<file path="src/rtl/snake_pkg.sv">
// Shared encodings for the snake game blocks: master-state codes, the
// score/timer FSM states and seven-segment constants.
package snake_pkg;

    localparam logic [1:0] MSM_START = 2'd0;
    localparam logic [1:0] MSM_PLAY  = 2'd1;
    localparam logic [1:0] MSM_END_W = 2'd2;
    localparam logic [1:0] MSM_END_L = 2'd3;

    typedef enum logic [1:0] {
        ST_IDLE,
        ST_RUN,
        ST_DONE
    } fsm_state_e;

    typedef enum logic [1:0] {
        SEG_MODE_DIGIT,
        SEG_MODE_BLANK,
        SEG_MODE_DASH
    } seg_mode_e;

    // Active-low {dp,g..a}: all off, and segment g only.
    localparam logic [7:0] SEG_BLANK = 8'hFF;
    localparam logic [7:0] SEG_DASH  = 8'hBF;

endpackage

</file>
<file path="src/rtl/seg7_decoder.sv">
// BCD digit to active-low seven-segment pattern, with blank and dash overrides.
module seg7_decoder
    import snake_pkg::*;
(
    input  logic [3:0] bcd_i,
    input  seg_mode_e  mode_i,
    output logic [7:0] seg_o
);

    always_comb begin
        seg_o = SEG_BLANK;
        if (mode_i == SEG_MODE_DASH) begin
            seg_o = SEG_DASH;
        end else if (mode_i == SEG_MODE_DIGIT) begin
            case (bcd_i)
                4'd0:    seg_o = 8'hC0;
                4'd1:    seg_o = 8'hF9;
                4'd2:    seg_o = 8'hA4;
                4'd3:    seg_o = 8'hB0;
                4'd4:    seg_o = 8'h99;
                4'd5:    seg_o = 8'h92;
                4'd6:    seg_o = 8'h82;
                4'd7:    seg_o = 8'hF8;
                4'd8:    seg_o = 8'h80;
                4'd9:    seg_o = 8'h90;
                default: seg_o = SEG_BLANK;
            endcase
        end
    end

endmodule

</file>
<file path="src/rtl/score_timer_display.sv">
// BCD score counter, timed-mode countdown with win/time-up flags, and the
// four-digit multiplexed seven-segment driver for score and seconds.
module score_timer_display
    import snake_pkg::*;
#(
    parameter int CLK_HZ       = 100_000_000,
    parameter int GAME_SECONDS = 60,
    parameter int TARGET_SCORE = 10,
    parameter int REFRESH_DIV  = 100_000
) (
    input  logic       CLK,
    input  logic       RESET,
    input  logic [1:0] MSM_STATE,
    input  logic       TIMED_MODE,
    input  logic       TARGET_REACHED,
    output logic [7:0] SCORE,
    output logic       WIN,
    output logic       TIME_UP,
    output logic [3:0] SEG_SELECT,
    output logic [7:0] HEX_OUT
);

    localparam int PW = (CLK_HZ > 1) ? $clog2(CLK_HZ) : 1;
    localparam int RW = (REFRESH_DIV > 1) ? $clog2(REFRESH_DIV) : 1;
    localparam logic [7:0] SEC_INIT = 8'(((GAME_SECONDS / 10) << 4) + (GAME_SECONDS % 10));
    localparam logic [7:0] TGT_BCD  = 8'(((TARGET_SCORE / 10) << 4) + (TARGET_SCORE % 10));

    function automatic logic [7:0] bcd_inc_sat(input logic [7:0] v);
        if (v == 8'h99)         return v;
        else if (v[3:0] == 4'd9) return {v[7:4] + 4'd1, 4'd0};
        else                     return {v[7:4], v[3:0] + 4'd1};
    endfunction

    function automatic logic [7:0] bcd_dec(input logic [7:0] v);
        if (v == 8'h00)          return v;
        else if (v[3:0] == 4'd0) return {v[7:4] - 4'd1, 4'd9};
        else                     return {v[7:4], v[3:0] - 4'd1};
    endfunction

    fsm_state_e    state_q, state_d;
    logic          mode_q, mode_d;
    logic          tr_q, edge_q;
    logic [7:0]    score_q, score_d;
    logic [7:0]    sec_q, sec_d, sec_dec;
    logic [PW-1:0] presc_q, presc_d;
    logic          win_q, win_d, tup_q, tup_d;
    logic [RW-1:0] ref_q, ref_d;
    logic [1:0]    digit_q, digit_d;
    logic [3:0]    sel_q, sel_d;
    logic [7:0]    hex_q, hex_d;
    logic [3:0]    nib;
    seg_mode_e     nib_mode;

    always_comb begin
        state_d = state_q;
        mode_d  = mode_q;
        score_d = score_q;
        sec_d   = sec_q;
        presc_d = presc_q;
        win_d   = win_q;
        tup_d   = tup_q;
        sec_dec = bcd_dec(sec_q);
        case (state_q)
            ST_IDLE: begin
                score_d = 8'h00;
                sec_d   = SEC_INIT;
                presc_d = '0;
                win_d   = 1'b0;
                tup_d   = 1'b0;
                mode_d  = TIMED_MODE;
                if (MSM_STATE == MSM_PLAY) state_d = ST_RUN;
            end
            ST_RUN: begin
                // Once the target is on SCORE everything freezes; WIN follows a cycle later.
                if (mode_q && score_q == TGT_BCD) begin
                    win_d = 1'b1;
                end else begin
                    if (edge_q) score_d = bcd_inc_sat(score_q);
                    if (mode_q) begin
                        if (presc_q == PW'(CLK_HZ - 1)) begin
                            presc_d = '0;
                            sec_d   = sec_dec;
                            // A score reaching the target on the final tick wins instead.
                            if (sec_dec == 8'h00 && score_d != TGT_BCD) tup_d = 1'b1;
                        end else begin
                            presc_d = presc_q + 1'b1;
                        end
                    end
                end
                if (MSM_STATE == MSM_START) begin
                    state_d = ST_IDLE;
                end else if (MSM_STATE == MSM_END_W || MSM_STATE == MSM_END_L || win_d || tup_d) begin
                    state_d = ST_DONE;
                end
            end
            ST_DONE: begin
                if (MSM_STATE == MSM_START) state_d = ST_IDLE;
            end
            default: state_d = ST_IDLE;
        endcase
    end

    always_comb begin
        ref_d    = ref_q + 1'b1;
        digit_d  = digit_q;
        nib      = 4'd0;
        nib_mode = SEG_MODE_DIGIT;
        if (ref_q == RW'(REFRESH_DIV - 1)) begin
            ref_d   = '0;
            digit_d = digit_q + 2'd1;
        end
        case (digit_d)
            2'd0: nib = score_q[3:0];
            2'd1: nib = score_q[7:4];
            2'd2: begin
                nib      = sec_q[3:0];
                nib_mode = mode_q ? SEG_MODE_DIGIT : SEG_MODE_DASH;
            end
            default: begin
                nib      = sec_q[7:4];
                nib_mode = mode_q ? SEG_MODE_DIGIT : SEG_MODE_DASH;
            end
        endcase
        sel_d = ~(4'b0001 << digit_d);
    end

    seg7_decoder u_seg7 (
        .bcd_i  (nib),
        .mode_i (nib_mode),
        .seg_o  (hex_d)
    );

    always_ff @(posedge CLK or posedge RESET) begin
        if (RESET) begin
            state_q <= ST_IDLE;
            mode_q  <= 1'b0;
            tr_q    <= 1'b0;
            edge_q  <= 1'b0;
            score_q <= 8'h00;
            sec_q   <= SEC_INIT;
            presc_q <= '0;
            win_q   <= 1'b0;
            tup_q   <= 1'b0;
            ref_q   <= '0;
            digit_q <= 2'd0;
            sel_q   <= 4'b1110;
            hex_q   <= SEG_BLANK;
        end else begin
            state_q <= state_d;
            mode_q  <= mode_d;
            tr_q    <= TARGET_REACHED;
            edge_q  <= TARGET_REACHED & ~tr_q;
            score_q <= score_d;
            sec_q   <= sec_d;
            presc_q <= presc_d;
            win_q   <= win_d;
            tup_q   <= tup_d;
            ref_q   <= ref_d;
            digit_q <= digit_d;
            sel_q   <= sel_d;
            hex_q   <= hex_d;
        end
    end

    assign SCORE      = score_q;
    assign WIN        = win_q;
    assign TIME_UP    = tup_q;
    assign SEG_SELECT = sel_q;
    assign HEX_OUT    = hex_q;

endmodule
</file>
<file path="config.mk">
export PLATFORM = sky130hd
export DESIGN_NAME = score_timer_display
export DESIGN_NICKNAME = d
export VERILOG_FILES = /design/src/rtl/snake_pkg.sv /design/src/rtl/seg7_decoder.sv /design/src/rtl/score_timer_display.sv
export SDC_FILE = /design/constraint.sdc
export NUM_CORES = 1
export LEC_CHECK = 0
export ABC_CLOCK_PERIOD_IN_PS = 3250
export BUFFER_PORTS_ARGS = -buffer_cell sky130_fd_sc_hd__buf_4
export CORE_ASPECT_RATIO = 0.8
export CORE_MARGIN = 2
export CORE_UTILIZATION = 55
export CTS_CLUSTER_SIZE = 8
export DETAILED_ROUTE_END_ITERATION = 8
export GPL_TIMING_DRIVEN = 0
export PLACE_DENSITY = 0.72
export SLEW_MARGIN = 30
export SYNTH_ARGS = -nofsm -noshare
export SYNTH_HDL_FRONTEND = slang
export SYNTH_SLANG_ARGS = --single-unit
</file>
<file path="constraint.sdc">
create_clock -name CLK -period 3.25 [get_ports CLK]
set_input_delay 0.325 -clock CLK [delete_from_list [all_inputs] [get_ports CLK]]
set_output_delay 0.325 -clock CLK [all_outputs]
set_load 0.005 [all_outputs]
</file>
==> impl_summary.md, run 1 <==
Power
The net switching fraction of the power is 0.379. The largest voltage drop on the vdd net is 0.000276 V. Internal power comes to 0.00172 W. The leakage power total is 2.27 nW. The relative contribution of combinational cells to total power is 0.316. For this design the ratio of total power to cell area is 537 mW/mm2.

The clock power share is 0.244. The switching power total is 0.00105 W. The sequential cell fraction of total power is 0.440.

Route
The average routed wire per standard cell is 14.9 um. The total number of vias is 3760. After detailed routing, the wire length on met1 is 4830 um. The met2 wire length is 4440 um.

The DRC violations left is 0. In this run the top signal layer used is met4. The first routing iteration left 172 violations.

The per-cell via count in the routed design is 5.78. The remaining number of nets flagged by the antenna check after routing is 0. The detailed-routed wire length on met3 is 337 um. The pre-antenna-repair detailed-routing pass consisted of 4 iterations. The final layout contains routed wiring with a total length of 9680 um.

Placed design
The cell count after placement is 633. The routability congestion estimate from global placement is 0.845. The pre-CTS setup slack is 0.331 ns. The count of buffers added on input and output ports is 26. The total half-perimeter wirelength after legalization and detailed placement is 7230 um. After detailed placement, the total cell area comes to 0.00496 mm2.

Synth
The top flip-flop cell by instance count after synthesis is dfrtp_1. Counting every net in the synthesized netlist gives 520. The combined area of all synthesized cells is 0.00460 mm2.

A synthesized cell averages 9.24 um2. The number of enable flip-flop cells after synthesis is 0. The number of unique standard cell types used by synthesis is 68. The number of storage elements in the synthesis netlist is 80.

The post-synthesis sequential area ratio is 0.439. The synthesized instance count is 498. The number of warnings issued by yosys is 0. After synthesis, the share of flip-flops with an asynchronous set or reset is 1.00.

Worst setup path
The category of the worst setup path capture point is a flop. Along the worst path, the maximum fanout reaches 7. The worst setup path is launched from a flop. STA puts the critical path data required time at 3.50 ns.

The classification of the worst setup path is flop to flop. The cell with the largest stage delay on the worst path is dfrtp_1. For this run, the slowest stage of the critical path takes 0.42 ns. Data arrives at the worst endpoint at 3.21 ns. The signal on the critical path passes through ha_1 > and4_1 > and4_1 > buf_6 > xnor2_4 > inv_2 > a211o_1 > o31ai_4 > inv_1 > ha_1 > nor3b_1 > o31ai_1.

GRT
The number of antenna violations at the first check in global routing is 0. The via count of the first global-routing pass is 3622. The total global-route track usage is 0.231.

For this run the aggregate overflow at the end of global routing stands at 0. Entering global routing, the biggest net connects 45 pins. The first global-routing pass estimated 17000 um of wire.

CTS
The clock tree from TritonCTS is yes. The cts-stage hold buffer count is 1. The clock net in this run drives a total of 80 sinks. The later pin in the worst-skew pair is clocked with a latency of 0.35 ns. The post-CTS setup repair buffer count is 0.

In this run the number of H-tree levels came out at 3. After clock tree synthesis, the repair step resized 0 gates. The number of clock buffers added by TritonCTS is 9. The tree is rooted in a clkbuf_8.

Counting along the longest clock path gives a buffer depth of 2. Clock-pin slew was measured on the worst setup and hold paths at 0.09 ns.

Layout
The synthesis-to-finish area growth is 11.9%. The count of placed standard cells in the final layout, fillers left out is 650. 0 antenna diodes ended up in the layout. The final-stage net count is 559. The finished cells cover 0.00515 mm2. The fraction of layout instances using a drive strength above 1 is 0.148.

Timing
At the pin with the least slew margin, the transition time is 0.575 ns. Hold timing on the final database bottoms out at a slack of 0.0802 ns. The final setup violation count is 0.

The total count of hold-check failures in the final report is 0. The maximum clock skew at final layout is 0.0138 ns. Once routing completed, OpenROAD measured the worst setup slack at 0.289 ns. The worst pin sits at a relative slew slack of 0.614. The final-report max-slew violation count came to 0.

The maximum frequency from static timing analysis is 338 MHz. Setup repair after global routing left no endpoint under its margin. Subtracting the final worst setup slack from the clock period gives 2.96 ns. The period utilization is 0.911.

Floorplan
The number of top-level design ports is 28. The placeable core region is 0.00802 mm2. The vertical extent of the die is 85.8 um. In this run the core area contains 29 standard-cell rows.

The area of the die is 0.00911 mm2. The initial core utilization is 0.574. The floorplan die width is 106 um.

Job
Max-cap violations in this run came to 0.

Outcome
The run finished with clean final reports.

Worst hold path
The class of the worst hold path is input pin to flop.
-- logic make-up (layout without fill, tap and decap cells) --
family / count (synthesis) / count (layout) / synth area share
flops: 80 / 80 / 0.439
buf+inv: 41 / 85 / 0.0378
simple gates: 216 / 216 / 0.242
compound gates: 97 / 97 / 0.140
mux: 9 / 9 / 0.0204
fa+ha+maj: 16 / 16 / 0.0435
xor+xnor: 38 / 38 / 0.0764
other cells: 1 / 1 / 0.000815
-- cells in the mapped netlist, types with 4 or more instances --
cell type  count  area, um2
dfrtp_1       68       1700
nor2_1        54        203
nand2_1       50        188
nand3_1       36        180
o21ai_0       32        160
xor2_1        22        193
a21oi_1       17       85.1
inv_1         17       63.8
clkbuf_1      16       60.1
ha_1          16        200
xnor2_1       15        131
o31ai_1       13       97.6
and3_1        12       75.1
dfstp_2       12        315
nor3_1        12       60.1
nand4_1        7       43.8
and4_1         6       52.6
mux2i_1        6       60.1
nand2b_1       5       31.3
a21o_1         4       30.0
buf_2          4       20.0
nor2b_1        4       25.0
nor3b_1        4       30.0
o21ai_1        4       20.0
-- metrics by stage --
| step | utilization | total power, W | setup TNS [ns] |
|---|---|---|---|
| floorplan | - | 0.00183 | 0 |
| global placement | 0.615 | 0.00209 | -4.35 |
| detailed placement | 0.619 | 0.00210 | 0 |
| CTS | 0.642 | 0.00279 | 0 |
| global route | 0.642 | 0.00297 | 0 |
| finish | 0.642 | 0.00276 | 0 |
-- path summary, 6_finish.rpt --
check | end | cells past startpoint | slack (ns) | start
min reg2reg | edge_q | 1 | 0.40 | tr_q
max reg2reg | HEX_OUT[3] | 12 | 0.29 | ref_q[0]
max in group asynchronous | SEG_SELECT[1] | 4 | 2.06 | RESET
min in group asynchronous | ref_q[10] | 3 | 0.54 | RESET
max | HEX_OUT[3] | 12 | 0.29 | ref_q[0]
min | tr_q | 1 | 0.08 | TARGET_REACHED
-- metal layers --
layer  global-route usage  vias to the layer above
li1                     -                     1844
met1                0.329                     1834
met2                0.368                       73
met3               0.0418                        9
met4               0.0634                        0
met5                    0                        -
-- power by group through the flow --
stage          Clock, W  Combinational (W)  Sequential, W
6_report       0.000675           0.000873        0.00122
3_3_place_gp          0           0.000857        0.00123
4_1_cts        0.000695           0.000876        0.00122
5_1_grt        0.000741           0.000993        0.00123
3_5_place_dp          0           0.000868        0.00123
2_1_floorplan         0           0.000633        0.00120
-- worst max-delay path: cells and delay by family, from the launching register on --
kind,cells,cell delay (ns)
and+or+nand+nor,3,0.63
AOI/OAI and AO/OA,3,0.71
buffers and inverters,3,0.35
xor gates and xnor gates,1,0.18
DFF,1,0.42
adders and majority gates,2,0.57
-- state kept, by name, indices dropped and copies added (netlist names) --
signal / flops
SEG_SELECT: 4
SCORE: 8
TIME_UP: 1
edge_q: 1
WIN: 1
ref_q: 17
tr_q: 1
HEX_OUT: 7
presc_q: 27
sec_q: 8
digit_q: 2
state_q: 2
mode_q: 1
-- cells in the final DEF (no fill, tap or decap), drive strengths merged, types with 5 or more instances in the layout --
master / count
nand2b: 5
mux2i: 6
o31ai: 14
inv: 21
clkbuf: 25
nand4: 8
nand3: 36
nor3b: 5
a21oi: 17
xnor2: 16
and4: 6
buf: 34
nor2: 55
xor2: 22
nor3: 12
and3: 12
dfrtp: 68
o21ai: 36
ha: 16
nand2: 50
dfstp: 12
-- layout make-up --
| type | instances | area, um2 |
|---|---|---|
| flip-flops and latches | 80 | 2020 |
| clock buffers | 9 | 124 |
| multi-input cells | 377 | 2410 |
| clock inverters | 7 | 53.8 |
| repair buffers | 28 | 233 |
| plain buffers | 23 | 106 |
| inverters | 18 | 70.1 |
| fillers | 679 | 2870 |
| well taps | 108 | 135 |
No activity file was read; power rests on OpenSTA's default activity.
==> run 2: changes to the inputs <==
- ABC_AREA: default -> 1
- RECOVER_POWER: default -> 100
==> impl_summary.md, run 2 <==
Route
The average routed wire per standard cell came to 14.0 um (-5.9%). The per-cell via count in the routed design is 5.39 (-6.7%). The total number of vias came to 4170 (+11%).

The number of detailed-route iterations in the first pass is 5 (+1). The remaining number of nets flagged by the antenna check after routing is 0 (unchanged). The total routed wirelength is 10800 um (+12%). The DRC violations left is 0 (unchanged). The initial detailed-routing violation count is 233 (+35%).

Synth
The synthesized area divided by synthesized cell count came to 7.83 um2 (-15%). The post-synthesis net count was 639 (+23%). Summed over all instances, the cell type with the most area after synthesis is dfrtp_1. The number of warnings issued by yosys came to 0 (unchanged). Sorting the synthesized cells by how often they occur yields nand2_1, inv_1, dfrtp_1, nor2_1, nand3_1. The number of unique standard cell types used by synthesis came to 49 (-28%). The number of enable flip-flop cells after synthesis was 0 (unchanged). The proportion of netlist area held by the largest area contributor was 0.352 (-0.0178).

The post-synthesis sequential area ratio is 0.417 (-0.0211). In the post-synthesis netlist, the cell with the most instances is nand2_1. After synthesis, the cell types taking the most area are dfrtp_1, nand2_1, inv_1.

The combined area of all synthesized cells is 0.00483 mm2 (+5.1%). The synthesized instance count is 617 (+24%). The number of storage elements in the synthesis netlist is 80 (unchanged). The top flip-flop cell by instance count after synthesis is dfrtp_1.

The fraction of registers with async set or reset after synthesis is 1.00 (unchanged).

Worst hold path
In this run the worst hold path is classified as input pin to flop.

Outcome
The checks that failed: capacitance limit, slew limit. The flow ran to the end, but the final reports show violations.

Layout
The count of placed standard cells in the final layout, fillers left out is 773 (+19%). The fraction of layout instances using a drive strength above 1 is 0.139 (-0.00842). The diode insertion count for antenna repair came to 0 (unchanged).

The fill cell instance count of the final layout is 744 (+9.6%). The design area was 0.00537 mm2 (+4.3%). Compared with the post-synthesis result, the final layout area differs by 11.1%. The number of flip-flops under the largest register name is 27 (unchanged). The largest registers in the layout are presc_q: 27 flops, ref_q: 17 flops. The register bank with the most flops is presc_q. Leaving out fill and tap cells, the most frequent cells in the layout are nand2_1, inv_1, dfrtp_1, nor2_1, nand3_1. The final-stage net count is 678 (+21%). The commonest non-fill, non-tap cell in the layout is nand2_1. The final standard cell utilization of the core is 0.630 (-0.0120).

Timing
Setup repair after global routing left no endpoint under its margin. The slew at the pin closest to its max-slew limit is 1.65 ns (+1.07 ns). The period utilization came to 0.872 (-0.0388). The minimum clock period after layout came to 2.84 ns (-0.126 ns). The maximum frequency from static timing analysis came to 353 MHz (+4.4%). The headroom to the max-slew limit was -0.106 (-0.719). The maximum clock skew at final layout came to 0.0119 ns (-0.00199 ns). The total count of hold-check failures in the final report is 0 (unchanged). The worst-case setup margin in the final layout was 0.415 ns (+0.126 ns).

The final-report max-slew violation count was 35 (+35). The smallest hold slack is 0.0938 ns (+0.0136 ns). The final setup violation count came to 0 (unchanged).

Worst setup path
The slowest stage of the critical path is the dfrtp_1 cell. The data arrival time of the critical path is 3.14 ns (-0.07 ns). The required time at the endpoint of the critical path was 3.55 ns (+0.05 ns).

The worst setup path is launched from a flop. STA classifies the critical path endpoint as a flop. The critical path goes through ha_1 > nand2_1 > inv_1 > nand2_1 > nor2_4 > nand3_4 > nand2_1 > nand2_4 > nor2_1 > nand2_1 > nand2_1 > inv_1 > ha_1 > nand2_1 > o211ai_1 > nand2_1. The cell family contributing the most delay on the critical path is simple AND/OR/NAND/NOR gates. The worst path buffer plus inverter count is 2 (-1). The maximum fanout along the worst path is 9 (+2).

The classification of the worst setup path is flop to flop. The most frequent cell on the critical path is nand2_1. The largest incremental delay on the critical path was 0.39 ns (-0.03 ns).

CTS
The cts-stage hold buffer count is 1 (unchanged). CTS placed an instance of clkbuf_8 at the clock tree root. The number of H-tree branching levels came to 3 (unchanged). The maximum buffer depth of the clock tree is 2 (unchanged). TritonCTS built the clock tree. The total clock buffers created by CTS is 9 (unchanged).

The post-CTS setup repair buffer count came to 0 (unchanged). The number of instances resized during post-cts repair is 0 (unchanged). The source-to-sink clock delay at the later pin of the worst-skew pair was 0.37 ns (+0.02 ns). The total clock sinks came to 80 (unchanged).

The register clock-pin slew on the reported worst setup and hold paths is 0.08 ns (about the same).

Power
The leakage power total is 2.47 nW (+8.9%). The largest voltage drop on the vdd net is 0.000440 V (+59%). The power density over the cells was 542 mW/mm2 (+0.90%).

Floorplan
The count of standard-cell rows was 30 (+3.4%). The vertical extent of the die is 87.8 um (+2.4%). The initial core utilization came to 0.567 (-0.00646). The number of top-level design ports was 28 (unchanged). The placeable core region is 0.00852 mm2 (+6.3%). The area of the die was 0.00956 mm2 (+4.8%).

The floorplan die width is 109 um (+2.4%).

GRT
The largest net degree at the start of global routing is 47 (+4.4%). The number of antenna violations at the first check in global routing is 0 (unchanged). The total global-route track usage was 0.247 (+0.0161). The aggregate global routing overflow is 0 (unchanged). The via count of the first global-routing pass is 3874 (+7.0%). The global-route wire length before repair is 18400 um (+7.9%).

Placed design
The cell count after placement is 756 (+19%). The total half-perimeter wirelength after legalization and detailed placement is 8230 um (+14%). The placed cell area is 0.00520 mm2 (+4.8%). The number of buffers inserted by port buffering is 26 (unchanged). The routability congestion estimate from global placement is 0.934 (+11%). The pre-CTS setup slack came to 0.670 ns (+0.339 ns).

Job
The number of max-capacitance violations reported is 1 (+1).
## run 2: cell count changes in the layout (fill, tap and decap cells not counted), moves of 7 or more
cell / before / now
buf_4: 28 / 6
clkbuf_1: 16 / 6
o22ai_1: 1 / 8
clkbuf_4: 0 / 21
xor2_1: 22 / 13
o31ai_1: 13 / 2
nor3_1: 12 / 28
xnor2_1: 15 / 1
and3_1: 12 / 1
nor2_1: 54 / 63
inv_1: 16 / 98
nand4_1: 7 / 19
nand2_1: 50 / 118
## run 2: path summary, 6_finish.rpt
check	start	to	slack (ns)	cells past startpoint
worst max register to register	ref_q[0]	HEX_OUT[3]	0.41	16
worst min register to register	tr_q	edge_q	0.40	1
worst min-delay path	TARGET_REACHED	tr_q	0.09	1
worst max-delay path	ref_q[0]	HEX_OUT[3]	0.41	16
min in group asynchronous	RESET	edge_q	0.90	3
max in group asynchronous	RESET	HEX_OUT[4]	1.44	4
## run 2: metal layers
layer | GRT usage | vias to the layer above | share of wire
met2 | 0.354 | 115 | 0.42
met1 | 0.371 | 1943 | 0.51
met5 | 0 | - | 0
met3 | 0.0528 | 13 | 0.056
met4 | 0.0874 | 0 | 0.015
li1 | - | 2099 | -
## run 2: final cells by class
class / count / area (um2) / area share
inverter: 105 / 398 / 0.0741
sequential: 80 / 2020 / 0.376
timing repair buffer: 28 / 229 / 0.0427
clock buffer: 14 / 183 / 0.0340
tap: 112 / 140 / 0.0261
buffer: 8 / 46.3 / 0.00862
clock inverter: 2 / 35.0 / 0.00653
multi-input combinational: 424 / 2320 / 0.432
## run 2: through the flow
stage,setup TNS (ns),total power (W)
floorplan,0,0.00186
global placement,-6.29,0.00214
detailed placement,0,0.00217
CTS,0,0.00297
global route,0,0.00310
finish,0,0.00291
## run 2: kinds of logic after synthesis
logic type,synth area share
buffers and inverters,0.0937
and+or+nand+nor,0.306
muxes,0.00207
DFF,0.417
other,0.000776
adders and majority gates,0.0414
AOI/OAI and AO/OA,0.113
xor gates and xnor gates,0.0254
## run 2: power breakdown
part	internal (W)	switching [W]	total, W
clock	0.000438	0.000360	0.000799
sequential	0.00110	0.0000642	0.00116
combinational	0.000281	0.000670	0.000951
total	0.00181	0.00109	0.00291
## run 2: worst reg2reg max path, stage by stage (launching register included)
cell	delay [ns]
dfrtp_1	0.39
ha_1	0.19
nand2_1	0.06
inv_1	0.11
nand2_1	0.16
nor2_4	0.17
nand3_4	0.15
nand2_1	0.13
nand2_4	0.10
nor2_1	0.33
nand2_1	0.09
nand2_1	0.23
inv_1	0.11
ha_1	0.31
nand2_1	0.09
o211ai_1	0.09
nand2_1	0.07
==> run 3: changes to the inputs <==
- CTS_BUF_LIST: default -> sky130_fd_sc_hd__clkbuf_8
==> impl_summary.md, run 3 (synthesis gave the netlist of run 2 again) <==
Outcome
The run finished, with violations left. The checks that failed: capacitance limit, slew limit.

Route
The DRC violations left came to 0 (unchanged). The total number of vias is 4183 (+0.31%). The remaining number of nets flagged by the antenna check after routing came to 0 (unchanged).

The per-cell via count in the routed design is 5.41 (+0.31%). The average routed wire per standard cell is 14.0 um (-0.13%). The initial detailed-routing violation count is 234 (+0.43%). The total routed wirelength was 10800 um (-0.13%). The number of detailed-route iterations in the first pass is 5 (unchanged).

Power
The clock power share is 0.273 (-0.002). The net switching fraction of the power came to 0.376 (about the same). The power density over the cells came to 541 mW/mm2 (-0.17%). The relative contribution of combinational cells to total power was 0.327 (about the same). The largest voltage drop on the vdd net was 0.000439 V (-0.17%). The sequential cell fraction of total power is 0.399 (about the same). The leakage power total is 2.48 nW (+0.17%). The switching power total was 0.00109 W (-0.16%).

The cell internal power dissipation came to 0.00181 W (-0.18%).

Timing
The maximum clock skew at final layout came to 0.0115 ns (-0.000360 ns). The total count of hold-check failures in the final report is 0 (unchanged). The slew at the pin closest to its max-slew limit is 1.64 ns (-0.0120 ns). The minimum clock period after layout is 2.83 ns (-0.000825 ns). The headroom to the max-slew limit was -0.0977 (+0.00805). The period utilization was 0.872 (about the same). The maximum frequency from static timing analysis came to 353 MHz (about the same). Setup repair after global routing left no endpoint under its margin. The final-report max-slew violation count is 35 (unchanged). The final setup violation count was 0 (unchanged).

The smallest hold slack is 0.0952 ns (+0.00137 ns). The aggregate negative setup slack is 0 ns (unchanged).

Layout
The final standard cell utilization of the core is 0.630 (unchanged). The register bank with the most flops is presc_q. Leaving out fill and tap cells, the most frequent cells in the layout are nand2_1, inv_1, dfrtp_1, nor2_1, nand3_1. The area of combinational cells with multiple inputs is 0.00232 mm2 (unchanged). The synthesis-to-finish area growth came to 11.1% (unchanged). The fraction of layout instances using a drive strength above 1 is 0.139 (unchanged). The diode insertion count for antenna repair is 0 (unchanged). The area of all sequential standard cells is 0.00202 mm2 (unchanged). The fill cell instance count of the final layout is 744 (unchanged).

The largest registers in the layout are presc_q: 27 flops, ref_q: 17 flops. The number of flip-flops under the largest register name came to 27 (unchanged). The final-stage net count is 678 (unchanged). The library cell used most frequently in the layout, excluding fill and tap cells, is nand2_1.

Worst setup path
The cell with the largest stage delay on the worst path is dfrtp_1. The category of the worst setup path capture point is a flop. The start point of the critical path is ref_q[0]. The worst path buffer plus inverter count is 2 (unchanged). The data arrival time of the critical path is 3.14 ns (about the same).

The startpoint identified for the worst register-to-register timing path is ref_q[0]. The cell depth of the worst setup path was 16 (unchanged). The number of cells on the worst reg-to-reg path is 16 (unchanged). Traced cell by cell, the critical path runs through ha_1 > nand2_1 > inv_1 > nand2_1 > nor2_4 > nand3_4 > nand2_1 > nand2_4 > nor2_1 > nand2_1 > nand2_1 > inv_1 > ha_1 > nand2_1 > o211ai_1 > nand2_1. STA classifies the critical path startpoint as a flop. The maximum fanout along the worst path is 9 (unchanged). The critical path is of the flop to flop type. The required time at the endpoint of the critical path is 3.55 ns (about the same). The largest incremental delay on the critical path came to 0.39 ns (about the same).

The most frequent cell on the critical path is nand2_1. Grouping stages by cell kind, the critical path spends the most delay in simple AND/OR/NAND/NOR gates.

GRT
The via count of the first global-routing pass is 3874 (unchanged). The global-route wire length before repair came to 18400 um (unchanged). The aggregate global routing overflow came to 0 (unchanged). The total global-route track usage is 0.247 (unchanged). The number of antenna violations at the first check in global routing came to 0 (unchanged).

The largest net degree at the start of global routing is 47 (unchanged).

Worst hold path
The instance count along the most critical hold path was 1 (unchanged). In this run the most critical hold path is launched from TARGET_REACHED. The class of the worst hold path is input pin to flop.

Floorplan
The initial core utilization is 0.567 (unchanged). The area of the die was 0.00956 mm2 (unchanged). The placeable core region is 0.00852 mm2 (unchanged). The floorplan die width came to 109 um (unchanged). The vertical extent of the die is 87.8 um (unchanged). The number of top-level design ports is 28 (unchanged). The count of standard-cell rows is 30 (unchanged).

CTS
The number of H-tree branching levels is 3 (unchanged). The clock tree from TritonCTS is yes. The maximum buffer depth of the clock tree is 2 (unchanged).

The library cell used as clock root buffer is clkbuf_8. The register clock-pin slew on the reported worst setup and hold paths is 0.08 ns (about the same). The source-to-sink clock delay at the later pin of the worst-skew pair is 0.36 ns (about the same).

The number of instances resized during post-cts repair is 0 (unchanged). The total clock sinks was 80 (unchanged). The total clock buffers created by CTS is 9 (unchanged).

Placed design
The routability congestion estimate from global placement is 0.934 (unchanged). The number of buffers inserted by port buffering is 26 (unchanged). The total half-perimeter wirelength after legalization and detailed placement is 8230 um (unchanged).

Job
The number of max-capacitance violations reported was 1 (unchanged).
==> run 3: cell types whose count changed in the layout (fill, tap and decap cells not counted), sizes merged <==
cell / previous run / this run
clkbuf: 40 / 39
inv: 104 / 105
==> run 3: final cells by class <==
type                    count  area share
plain buffers               8     0.00862
clock buffers              13      0.0333
clock inverters             3     0.00723
inverters                 105      0.0741
multi-input cells         424       0.432
flip-flops and latches     80       0.376
well taps                 112      0.0261
repair buffers             28      0.0427
==> run 3: per-stage QoR <==
| step | cells | setup slack (ns) | area (um2) | total power [W] |
|---|---|---|---|---|
| finish | 773 | 0.415 | 5370 | 0.00290 |
| global placement | 755 | -0.0962 | 5170 | 0.00214 |
| CTS | 773 | 0.648 | 5430 | 0.00297 |
| global route | 773 | 0.198 | 5370 | 0.00310 |
| floorplan | 617 | 0.893 | 4830 | 0.00186 |
| detailed placement | 756 | 0.670 | 5200 | 0.00217 |
==> run 3: what timing repair did <==
| action | 4_1_cts | 5_1_grt |
|---|---|---|
| hold buffers | 1 | 0 |
| buffers inserted | 0 | 0 |
| hold endpoints to repair | 33 | 0 |
| endpoints found under the setup margin | 0 | 0 |
==> run 3: final timing paths <==
path | end | slack (ns)
max | HEX_OUT[3] | 0.42
min | tr_q | 0.1
max reg2reg | HEX_OUT[3] | 0.42
min reg2reg | edge_q | 0.40
max in group asynchronous | HEX_OUT[4] | 1.45
min in group asynchronous | edge_q | 0.90
==> run 3: metal layers <==
layer	global-route usage	vias up	share of wire
met2	0.354	116	0.43
met1	0.371	1959	0.50
met5	0	-	0
li1	-	2095	-
met3	0.0528	13	0.056
met4	0.0874	0	0.014
==> run 3: power groups by stage <==
| stage | clock network (W) | logic (W) | registers (W) |
|---|---|---|---|
| after global routing | 0.000859 | 0.00107 | 0.00117 |
| final | 0.000794 | 0.000950 | 0.00116 |
| after floorplan | 0 | 0.000691 | 0.00117 |
| after global placement | 0 | 0.000962 | 0.00118 |
| after detailed placement | 0 | 0.000991 | 0.00118 |
| after CTS | 0.000812 | 0.000993 | 0.00116 |
